$ cat src/rtl/popcount_pkg.sv
// Shared definitions for the popcount accumulator.
//   state_t : frame FSM state (ST_ACCUM collecting words, ST_HOLD presenting result)
//   ones_w  : width needed to hold popcount of a wl-bit word
//   sum_w   : width needed to hold the total ones of a full frame
//   cnt_w   : width needed to hold a word count 0..max_words
package popcount_pkg;

   typedef enum logic {
      ST_ACCUM = 1'b0,
      ST_HOLD  = 1'b1
   } state_t;

   function automatic int ones_w(input int wl);
      return $clog2(wl + 1);
   endfunction

   function automatic int sum_w(input int wl, input int max_words);
      return $clog2(wl * max_words + 1);
   endfunction

   function automatic int cnt_w(input int max_words);
      return $clog2(max_words + 1);
   endfunction

endpackage

$ cat src/rtl/count_ones.sv
// Combinational population count of one WL-bit word.
//   din  : word to count
//   ones : number of set bits in din
module count_ones
   import popcount_pkg::*;
#(
   parameter int WL = 32
) (
   input  logic [WL-1:0]         din,
   output logic [ones_w(WL)-1:0] ones
);

   localparam int ONES_W = ones_w(WL);

   always_comb begin
      ones = '0;
      for (int i = 0; i < WL; i++) begin
         ones = ones + ONES_W'(din[i]);
      end
   end

endmodule

$ cat src/rtl/popcount_accum.sv
// Frame-based popcount accumulator. Sums the set bits of every word in a
// frame (up to MAX_WORDS words), then presents the total, the word count and
// an overflow flag until the downstream side accepts it.
//   clk, rst                   : clock, synchronous active-high reset
//   din, din_valid, din_last   : input word stream, din_last marks frame end
//   din_ready                  : high while collecting words
//   dout_sum, dout_words       : total ones / words counted in the frame
//   dout_overflow              : frame carried more than MAX_WORDS words
//   dout_valid, dout_ready     : result handshake
//
// state    | meaning
// ---------+------------------------------------------------
// ST_ACCUM | accepting words, accumulating sum and count
// ST_HOLD  | result registered on dout_*, waiting for dout_ready
module popcount_accum
   import popcount_pkg::*;
#(
   parameter int WL        = 32,
   parameter int MAX_WORDS = 256
) (
   input  logic                                clk,
   input  logic                                rst,
   input  logic [WL-1:0]                       din,
   input  logic                                din_valid,
   input  logic                                din_last,
   output logic                                din_ready,
   output logic [sum_w(WL, MAX_WORDS)-1:0]     dout_sum,
   output logic [cnt_w(MAX_WORDS)-1:0]         dout_words,
   output logic                                dout_overflow,
   output logic                                dout_valid,
   input  logic                                dout_ready
);

   localparam int SUM_W  = sum_w(WL, MAX_WORDS);
   localparam int CNT_W  = cnt_w(MAX_WORDS);
   localparam int ONES_W = ones_w(WL);
   localparam logic [CNT_W-1:0] MAX_CNT = CNT_W'(MAX_WORDS);

   state_t             state_q, state_d;
   logic [SUM_W-1:0]   acc_q, acc_d;
   logic [CNT_W-1:0]   cnt_q, cnt_d;
   logic               ovf_q, ovf_d;
   logic [SUM_W-1:0]   sum_out_q, sum_out_d;
   logic [CNT_W-1:0]   words_out_q, words_out_d;
   logic               ovf_out_q, ovf_out_d;

   logic [ONES_W-1:0]  word_ones;
   logic               accept;

   count_ones #(.WL(WL)) u_count_ones (
      .din  (din),
      .ones (word_ones)
   );

   assign accept = din_valid && (state_q == ST_ACCUM);

   always_comb begin
      state_d     = state_q;
      acc_d       = acc_q;
      cnt_d       = cnt_q;
      ovf_d       = ovf_q;
      sum_out_d   = sum_out_q;
      words_out_d = words_out_q;
      ovf_out_d   = ovf_out_q;

      case (state_q)
         ST_ACCUM: begin
            if (accept) begin
               // Words past MAX_WORDS are dropped, so the accumulator and
               // counter can never wrap; only the sticky flag records them.
               if (cnt_q < MAX_CNT) begin
                  acc_d = acc_q + SUM_W'(word_ones);
                  cnt_d = cnt_q + CNT_W'(1);
               end else begin
                  ovf_d = 1'b1;
               end
               if (din_last) begin
                  sum_out_d   = acc_d;
                  words_out_d = cnt_d;
                  ovf_out_d   = ovf_d;
                  state_d     = ST_HOLD;
               end
            end
         end
         ST_HOLD: begin
            if (dout_ready) begin
               acc_d   = '0;
               cnt_d   = '0;
               ovf_d   = 1'b0;
               state_d = ST_ACCUM;
            end
         end
         default: state_d = ST_ACCUM;
      endcase
   end

   always_ff @(posedge clk) begin
      if (rst) begin
         state_q     <= ST_ACCUM;
         acc_q       <= '0;
         cnt_q       <= '0;
         ovf_q       <= 1'b0;
         sum_out_q   <= '0;
         words_out_q <= '0;
         ovf_out_q   <= 1'b0;
      end else begin
         state_q     <= state_d;
         acc_q       <= acc_d;
         cnt_q       <= cnt_d;
         ovf_q       <= ovf_d;
         sum_out_q   <= sum_out_d;
         words_out_q <= words_out_d;
         ovf_out_q   <= ovf_out_d;
      end
   end

   assign din_ready     = (state_q == ST_ACCUM);
   assign dout_valid    = (state_q == ST_HOLD);
   assign dout_sum      = sum_out_q;
   assign dout_words    = words_out_q;
   assign dout_overflow = ovf_out_q;

endmodule

$ cat config.mk
export PLATFORM = sky130hd
export DESIGN_NAME = popcount_accum
export DESIGN_NICKNAME = d
export VERILOG_FILES = /design/src/rtl/popcount_pkg.sv /design/src/rtl/count_ones.sv /design/src/rtl/popcount_accum.sv
export SDC_FILE = /design/constraint.sdc
export NUM_CORES = 1
export LEC_CHECK = 0
export ABC_AREA = 1
export BUFFER_PORTS_ARGS = -buffer_cell sky130_fd_sc_hd__buf_2
export CORE_UTILIZATION = 50
export CTS_CLUSTER_SIZE = 12
export DETAILED_ROUTE_END_ITERATION = 10
export HOLD_SLACK_MARGIN = 0.12
export MAX_ROUTING_LAYER = met4
export PLACE_DENSITY = 0.86
export SYNTH_ARGS = -nofsm -noshare
export SYNTH_HDL_FRONTEND = slang
export SYNTH_HIERARCHICAL = 1
export SYNTH_SLANG_ARGS = --single-unit
$ cat constraint.sdc
create_clock -name clk -period 6.3 [get_ports clk]
set_input_delay 0.945 -clock clk [delete_from_list [all_inputs] [get_ports clk]]
set_output_delay 0.945 -clock clk [all_outputs]
set_load 0.02 [all_outputs]
==> results by group, run 1 <==
Die
  – Starting utilization of the core area: between 50% and 60%
  – # rows: 29
  – I/O pin cnt: 63
  – Die Height: about 85 µm
  – Core area: 6495 µm²
  – Die Footprint: 7222 µm²
  – Die width: around 85 µm

Logic synthesis
  – Area contributors post-synth: dfxtp_1 28%, fa_1 15%, nand2_1 12%
  – Cell variety after synth: 37
  – Mux cell area share after synthesis: 0%
  – Async SR Flop Fraction: 0%
  – Synth warn: 6
  – Number of flops mapped to enable cells by yosys: 0
  – Largest family of logic cells by synthesized area: simple AND/OR/NAND/NOR gates
  – Post-Syn Instances: ~460
  – Simple-gate area share of the yosys netlist: approximately 22%
  – Yosys top cell area share: ~28%
  – Compound-Gate Fraction of Synth Area: between 10% and 20%
  – Most frequent cell after synthesis: nand2_1
  – Post-synth net total: 539
  – Post-Synth Adder-Cell Area: 19.99%
  – Syn_area_per_cell: between 7 and 8 µm²
  – Post-synthesis xor/xnor area fraction: about 2.5%
  – Sequential element share of the synthesized area: roughly 28%
  – Ys flop type: dfxtp_1
  – Cell area after synthesis: roughly 3400 µm²
  – Synth cell count leaders: 113 x nand2_1, 94 x inv_1, 49 x dfxtp_1
  – Seq cells post-synth: 49
  – Post-synth top area cell: dfxtp_1

Power
  – Max rail drop VDD: ~0.33 mV
  – Power per cell area: between 500 and 600 nW/µm²
  – Pleak: between 2 and 2.5 nW
  – Overall power: roughly 2.3 mW

STA
  – Min Tclk post-route: just over 6 ns
  – Final hold vios: 0
  – Slew margin rel.: between 50 and 60%
  – Fin crit share: between 90% and 100%
  – Fin. max-slew vios: 0
  – F_max: 164.6 MHz
  – Tightest Pin Transition: 0.6178 ns
  – Clk_skew: 0.01204 ns
  – Final WS setup: 0.2258 ns
  – RSZ-0062 raised after global routing: yes
  – Endpoints failing setup: 0

Finish
  – Layout cell share with drive strength beyond 1: between 15 and 20%
  – Fin nets: between 500 and 600
  – Post-layout util: about three fifths
  – Ant. Diodes: 0
  – Synth-to-Final Area Change: 13.77%
  – Fill count: between 500 and 600
  – Final Cell Area: approximately 4000 µm²

Flow run
  – Max-Cap Viols: 0

Worst setup path
  – Levels on crit path: 26
  – Crit-path slowest cell: fa_1
  – CP Class: in -> reg
  – WP data required: around 6.5 ns
  – FF-to-FF End: dout_sum[6]
  – FF-to-FF Start: acc_q[0]
  – CP arrival: roughly 6.3 ns
  – Critical Path Sink: dout_sum[9]
  – Critical path's top delay family: adder cells
  – Flop2flop setup slack: ~4.4 ns
  – Critical path launch point type: input port
  – Buf/Inv on CP: 6
  – R2r worst-path depth: 10
  – Worst Setup End Kind: register
  – CP dominant cell by count: fa_1
  – CP Max Fanout: 8
  – Worst path max stage delay: about 0.54 ns
  – Critical Path Start: din[19]

Hold path
  – Hold Crit Class: reg -> reg

GRT
  – Largest net degree at the start of global routing: 32
  – GRT overflow: 0
  – Initial antenna violation count: 0
  – Vias in the first global route: about 3.0k
  – Tot GR Track Use: 21.45%
  – First-pass GRT wire length: approximately 12000 µm

CTS
  – CTS max path bufs: 2
  – CTS clk-pin slew, worst paths: ~0.1 ns
  – Hold_buf cts: 0
  – Num Clock Sinks: 49
  – CTS resizes: 0
  – Insertion delay of the later-clocked pin in the worst-skew pair: 0.31 ns
  – Postcts setup bufs: 0
  – Root Buffer: clkbuf_8
  – CTS tree: done
  – CTS buffer count: 5
  – Htree depth: 2

Placed design
  – Routability Congestion: between 0.8 and 0.9
  – Placed instance area: roughly 3800 µm²
  – Setup slack at placement: -0.2373 ns
  – Port Buffers: slightly above 60
  – Dpl hpwl: between 5000 and 6000 µm

Detailed routing
  – DRT antenna net count: 0
  – DRC Markers: 0
  – DR pass1 iterations: 5
  – Vias per cell: around 5.1
  – Wire per inst: 12.02 µm
  – DR iter-0 viols: 180
  – DRT Wirelength: about 7000 µm
  – DR vias: roughly 3k

Run status
  – Status: finished, final reports clean
-- worst min-delay path by stage --
| stage | cells after the start | endpoint | start |
|---|---|---|---|
| finish | 2 | dout_words[0] | dout_words[0] |
| global route | 2 | dout_words[0] | dout_words[0] |
| CTS | 2 | dout_words[0] | dout_words[0] |
| detailed placement | 2 | dout_words[0] | dout_words[0] |
| global placement | 2 | dout_sum[0] | dout_sum[0] |
| floorplan | 2 | acc_q[3] | acc_q[3] |
-- per-stage QoR --
| step | hold slack, ns | TNS, ns | cells |
|---|---|---|---|
| 6_report | 0.4684 | 0 | 595 |
| 5_1_grt | 0.4969 | -0.07152 | 595 |
| 4_1_cts | 0.4715 | 0 | 595 |
| 3_5_place_dp | 0.4567 | -3.302 | 587 |
| 3_3_place_gp | 0.4517 | -0.9298 | 587 |
| 2_1_floorplan | 0.4561 | 0 | 462 |
-- worst reg2reg max path: stages (launching register included) --
cell and delay, ns:
dfxtp_1 0.37, ha_1 0.20, inv_1 0.07, fa_1 0.43, inv_1 0.09, nand2_1 0.09
nand3_4 0.09, nand2_1 0.10, xor2_2 0.18, o21bai_1 0.13, inv_1 0.05
-- power by group --
| part | switching [mW] | internal [mW] | leakage [nW] | total [mW] |
|---|---|---|---|---|
| Combinational | 1.00 | 0.717 | 1.55 | 1.72 |
| Clock | 0.111 | 0.119 | 0.0543 | 0.230 |
| Sequential | 0.0207 | 0.345 | 0.400 | 0.366 |
-- sequential cells by signal, indices dropped and copies added, names as in the netlist --
name / cells
ovf_q: 1
acc_q: 14
dout_overflow: 1
cnt_q: 9
dout_valid: 1
dout_sum: 14
dout_words: 9
-- cell families after synthesis --
logic type,count (synthesis)
simple gates,172
compound gates,77
xor+xnor,10
fa+ha+maj,40
buf+inv,114
flops,49
-- cells in the final DEF, fill, tap and decap left out, drive strengths merged, types with 2 or more instances in the layout --
cell and count:
a21oi 39, buf 64, clkbuf 5, dfxtp 49, fa 25, ha 15
inv 98, nand2 118, nand3 26, nand3b 2, nand4 5, nor2 10
nor3 6, o211ai 2, o21a 2, o21ai 21, o21bai 11, or2 4
xnor2 3, xor2 7
-- per-layer routing --
metal	wire length (µm)	up-vias	global-route usage (%)	share of wire [%]
met5	0	-	-	0
met4	117	0	7.396	1.6
met3	216	11	3.113	3.0
met2	3765	55	39.59	53
met1	3051	1444	23.47	43
li1	-	1534	-	-
-- cell type report --
cell class                 count  area [µm²]  area share [%]
multi-input combinational    299        2027           51.74
sequential                    49       980.9           25.04
inverter                      98       372.9           9.518
timing repair buffer          64       325.3           8.304
tap                           77       96.34           2.459
clock buffer                   5       68.82           1.757
clock inverter                 3       46.29           1.182
Note: power is estimated with default switching activity, not from simulation.
==> run 2: changes to the inputs <==
--- a/config.mk
+++ b/config.mk
@@ -5,7 +5,6 @@
 export SDC_FILE = /design/constraint.sdc
 export NUM_CORES = 1
 export LEC_CHECK = 0
-export ABC_AREA = 1
 export BUFFER_PORTS_ARGS = -buffer_cell sky130_fd_sc_hd__buf_2
 export CORE_UTILIZATION = 50
 export CTS_CLUSTER_SIZE = 12
@@ -13,6 +12,8 @@
 export HOLD_SLACK_MARGIN = 0.12
 export MAX_ROUTING_LAYER = met4
 export PLACE_DENSITY = 0.86
+export RECOVER_POWER = 25
+export SLEW_MARGIN = 5
 export SYNTH_ARGS = -nofsm -noshare
 export SYNTH_HDL_FRONTEND = slang
 export SYNTH_HIERARCHICAL = 1
==> results by group, run 2 <==
Detailed routing
  – Wire per inst: 14.20 µm (+18%)
  – DR iter-0 viols: 176 (-2.2%)
  – DR vias: 2993 (-1.7%)
  – DRT Wirelength: 7571 µm (+5.9%)
  – Vias per cell: 5.615 (+9.8%)
  – DRT antenna net count: 0 (unchanged)
  – DR pass1 iterations: 8 (+3)
  – DRC Markers: 0 (unchanged)

Logic synthesis
  – Ys flop type: dfxtp_1
  – Mux cell area share after synthesis: 0.8807% (+0.88 points)
  – Sequential element share of the synthesized area: 28.77% (+0.28 points)
  – Synth warn: 6 (unchanged)
  – Yosys top cell area share: 28.77% (+0.28 points)
  – Simple-gate area share of the yosys netlist: 18.46% (-3.8 points)
  – Compound-Gate Fraction of Synth Area: 18.24% (+5.3 points)
  – Post-synth top area cell: dfxtp_1
  – Post-Syn Instances: 398 (-14%)
  – Area contributors post-synth: dfxtp_1 29%, fa_1 15%, inv_1 5.6%
  – Cell variety after synth: 59 (+59%)
  – Syn_area_per_cell: 8.567 µm² (+15%)
  – Number of flops mapped to enable cells by yosys: 0 (unchanged)
  – Post-synthesis xor/xnor area fraction: 4.881% (+2.3 points)
  – Post-synth net total: 475 (-12%)
  – Seq cells post-synth: 49 (unchanged)
  – Cell area after synthesis: 3410 µm² (-0.98%)
  – Most frequent cell after synthesis: inv_1
  – Async SR Flop Fraction: 0% (unchanged)
  – Largest family of logic cells by synthesized area: adder cells
  – Post-Synth Adder-Cell Area: 20.18% (+0.20 points)
  – Synth cell count leaders: 51 x inv_1, 49 x dfxtp_1, 40 x nor2_1

STA
  – Min Tclk post-route: 6.329 ns (+0.2547 ns)
  – RSZ-0062 raised after global routing: yes
  – Hold_ws: 0.4605 ns (-0.007957 ns)
  – Endpoints failing setup: 3 (+3)
  – F_max: 158.0 MHz (-4.0%)
  – Slew margin rel.: 33.27% (-25 points)
  – Tightest Pin Transition: 1.001 ns (+0.3832 ns)
  – Fin. max-slew vios: 0 (unchanged)
  – Fin crit share: 100.5% (+4.0 points)
  – Final hold vios: 0 (unchanged)
  – Final WS setup: -0.02886 ns (-0.2547 ns)
  – Clk_skew: 0.009715 ns (-0.002329 ns)

CTS
  – CTS max path bufs: 2 (unchanged)
  – Num Clock Sinks: 49 (unchanged)
  – CTS clk-pin slew, worst paths: 0.09 ns (about the same)
  – CTS buffer count: 5 (unchanged)
  – Htree depth: 2 (unchanged)
  – Root Buffer: clkbuf_8
  – Insertion delay of the later-clocked pin in the worst-skew pair: 0.31 ns (about the same)
  – Hold_buf cts: 0 (unchanged)
  – CTS tree: done

Worst setup path
  – CP Max Fanout: 3 (-5)
  – WP data required: 6.51 ns (about the same)
  – Worst Setup End Kind: register
  – CP arrival: 6.54 ns (+0.26 ns)
  – Critical path launch point type: input port
  – CP Class: in -> reg

Placed design
  – Dpl hpwl: 5406 µm (+2.1%)
  – Cells after DPL: 524 (-11%)
  – Port Buffers: 62 (unchanged)
  – Routability Congestion: 0.8714 (-3.0%)

Finish
  – Fin nets: 532 (-10%)
  – Synth-to-Final Area Change: 17.65%
  – Commonest cells after routing, fill and taps aside: 50 x inv_1, 49 x dfxtp_1, 48 x buf_2, 40 x nor2_1, 26 x nand2_1
  – FF/Latch Area: 980.9 µm² (unchanged)
  – Fill count: 544 (-4.1%)
  – Final Non-Filler Cells: 533 (-10%)
  – Layout cell share with drive strength beyond 1: 21.05% (+2.7 points)
  – Multi-input logic area: 2230 µm² (+10%)
  – Ant. Diodes: 0 (unchanged)
  – Most common cell after layout, fill and taps aside: inv_1

Die
  – Die width: 84.58 µm (-0.48%)
  – Core area: 6459 µm² (-0.56%)
  – Die Height: 84.58 µm (-0.48%)
  – Die Footprint: 7153 µm² (-0.96%)
  – # rows: 29 (unchanged)
  – Starting utilization of the core area: 52.79% (-0.23 points)
  – I/O pin cnt: 63 (unchanged)

GRT
  – GRT overflow: 0 (unchanged)
  – First-pass GRT wire length: 12390 µm (+1.4%)
  – Initial antenna violation count: 0 (unchanged)
  – Largest net degree at the start of global routing: 54 (+69%)
  – Tot GR Track Use: 22.20% (+0.74 points)
  – Vias in the first global route: 2863 (-5.0%)

Run status
  – Failing checks: setup timing
  – Status: finished with violations

Flow run
  – Max-Cap Viols: 0 (unchanged)

Hold path
  – Hold Crit Class: reg -> reg
[run 2: cell count changes after synthesis, sizes merged, moves of 6 or more]
| cell | change |
|---|---|
| a211oi | +19 |
| xor2 | +8 |
| or3 | +7 |
| o21ai | -6 |
| nand2 | -92 |
| nor2 | +30 |
| clkbuf | +8 |
| inv | -47 |
| a21oi | -12 |
| o21bai | -9 |
| nand3 | -19 |
[run 2: per-stage QoR]
| stage | setup TNS [ns] | utilization (%) | instance area [µm²] | setup slack (ns) |
|---|---|---|---|---|
| final | -0.04445 | 62.11 | 4011 | -0.02886 |
| after CTS | -0.01599 | 61.43 | 3968 | -0.008029 |
| after detailed placement | -6.675 | 59.14 | 3820 | -0.4011 |
| after global placement | -5.244 | 59.14 | 3820 | -0.3353 |
| after floorplan | -0.4984 | - | 3447 | -0.1328 |
| after global routing | -2.337 | 62.11 | 4011 | -0.1856 |
[run 2: cells by family after synthesis]
family / Yosys count
AO/OA/AOI/OAI: 90
XOR/XNOR: 19
adder cells (fa/ha/maj): 40
buffers and inverters: 73
flip-flops: 49
multiplexers: 3
AND/OR/NAND/NOR: 124
[run 2: path summary, 6_finish.rpt]
kind / startpoint / cells after the start / slack, ns / to
max: din[19] / 21 / -0.03 / dout_sum[5]
min: dout_sum[1] / 2 / 0.46 / dout_sum[1]
max reg2reg: dout_valid / 5 / 3.98 / acc_q[5]
min reg2reg: dout_sum[1] / 2 / 0.46 / dout_sum[1]
[run 2: timing repair]
action                                 4_1_cts  5_1_grt
gates cloned                                 0        0
pin swaps                                    7       10
setup endpoints to repair                   12       21
endpoints found under the hold margin        0        0
buffers inserted                             0        1
gates resized for setup                      3       12
[run 2: critical path, stage by stage]
cell       delay, ns
buf_6           0.09
fa_1            0.54
inv_2           0.04
fa_1            0.49
inv_1           0.05
fa_1            0.47
inv_1           0.05
fa_1            0.45
fa_1            0.50
fa_1            0.42
fa_2            0.36
fa_2            0.35
buf_4           0.14
xnor2_1         0.12
ha_1            0.35
buf_4           0.16
and3_4          0.18
a2111oi_4       0.30
xor2_1          0.11
nor3b_2         0.16
nor4_1          0.26
[run 2: layer usage]
metal / GRT usage (%) / part of all wire (%) / vias up / wire [µm]
met5: - / 0 / - / 0
met4: 9.245 / 2.3 / 0 / 174
met3: 4.425 / 3.9 / 23 / 292
met2: 38.36 / 53 / 78 / 4007
met1: 25.08 / 41 / 1424 / 3097
li1: - / - / 1468 / -
[run 2: final cells by class]
cell class	count	area share (%)
Multi-Input combinational cell	276	55.58
Sequential cell	49	24.45
Timing Repair Buffer	72	9.357
Inverter	51	4.772
Tap cell	77	2.402
Clock buffer	5	1.716
Clock inverter	3	1.716
Power of run 2 is not shown: default switching activity piles up to over one toggle a cycle in this logic, so the estimate is an artifact.
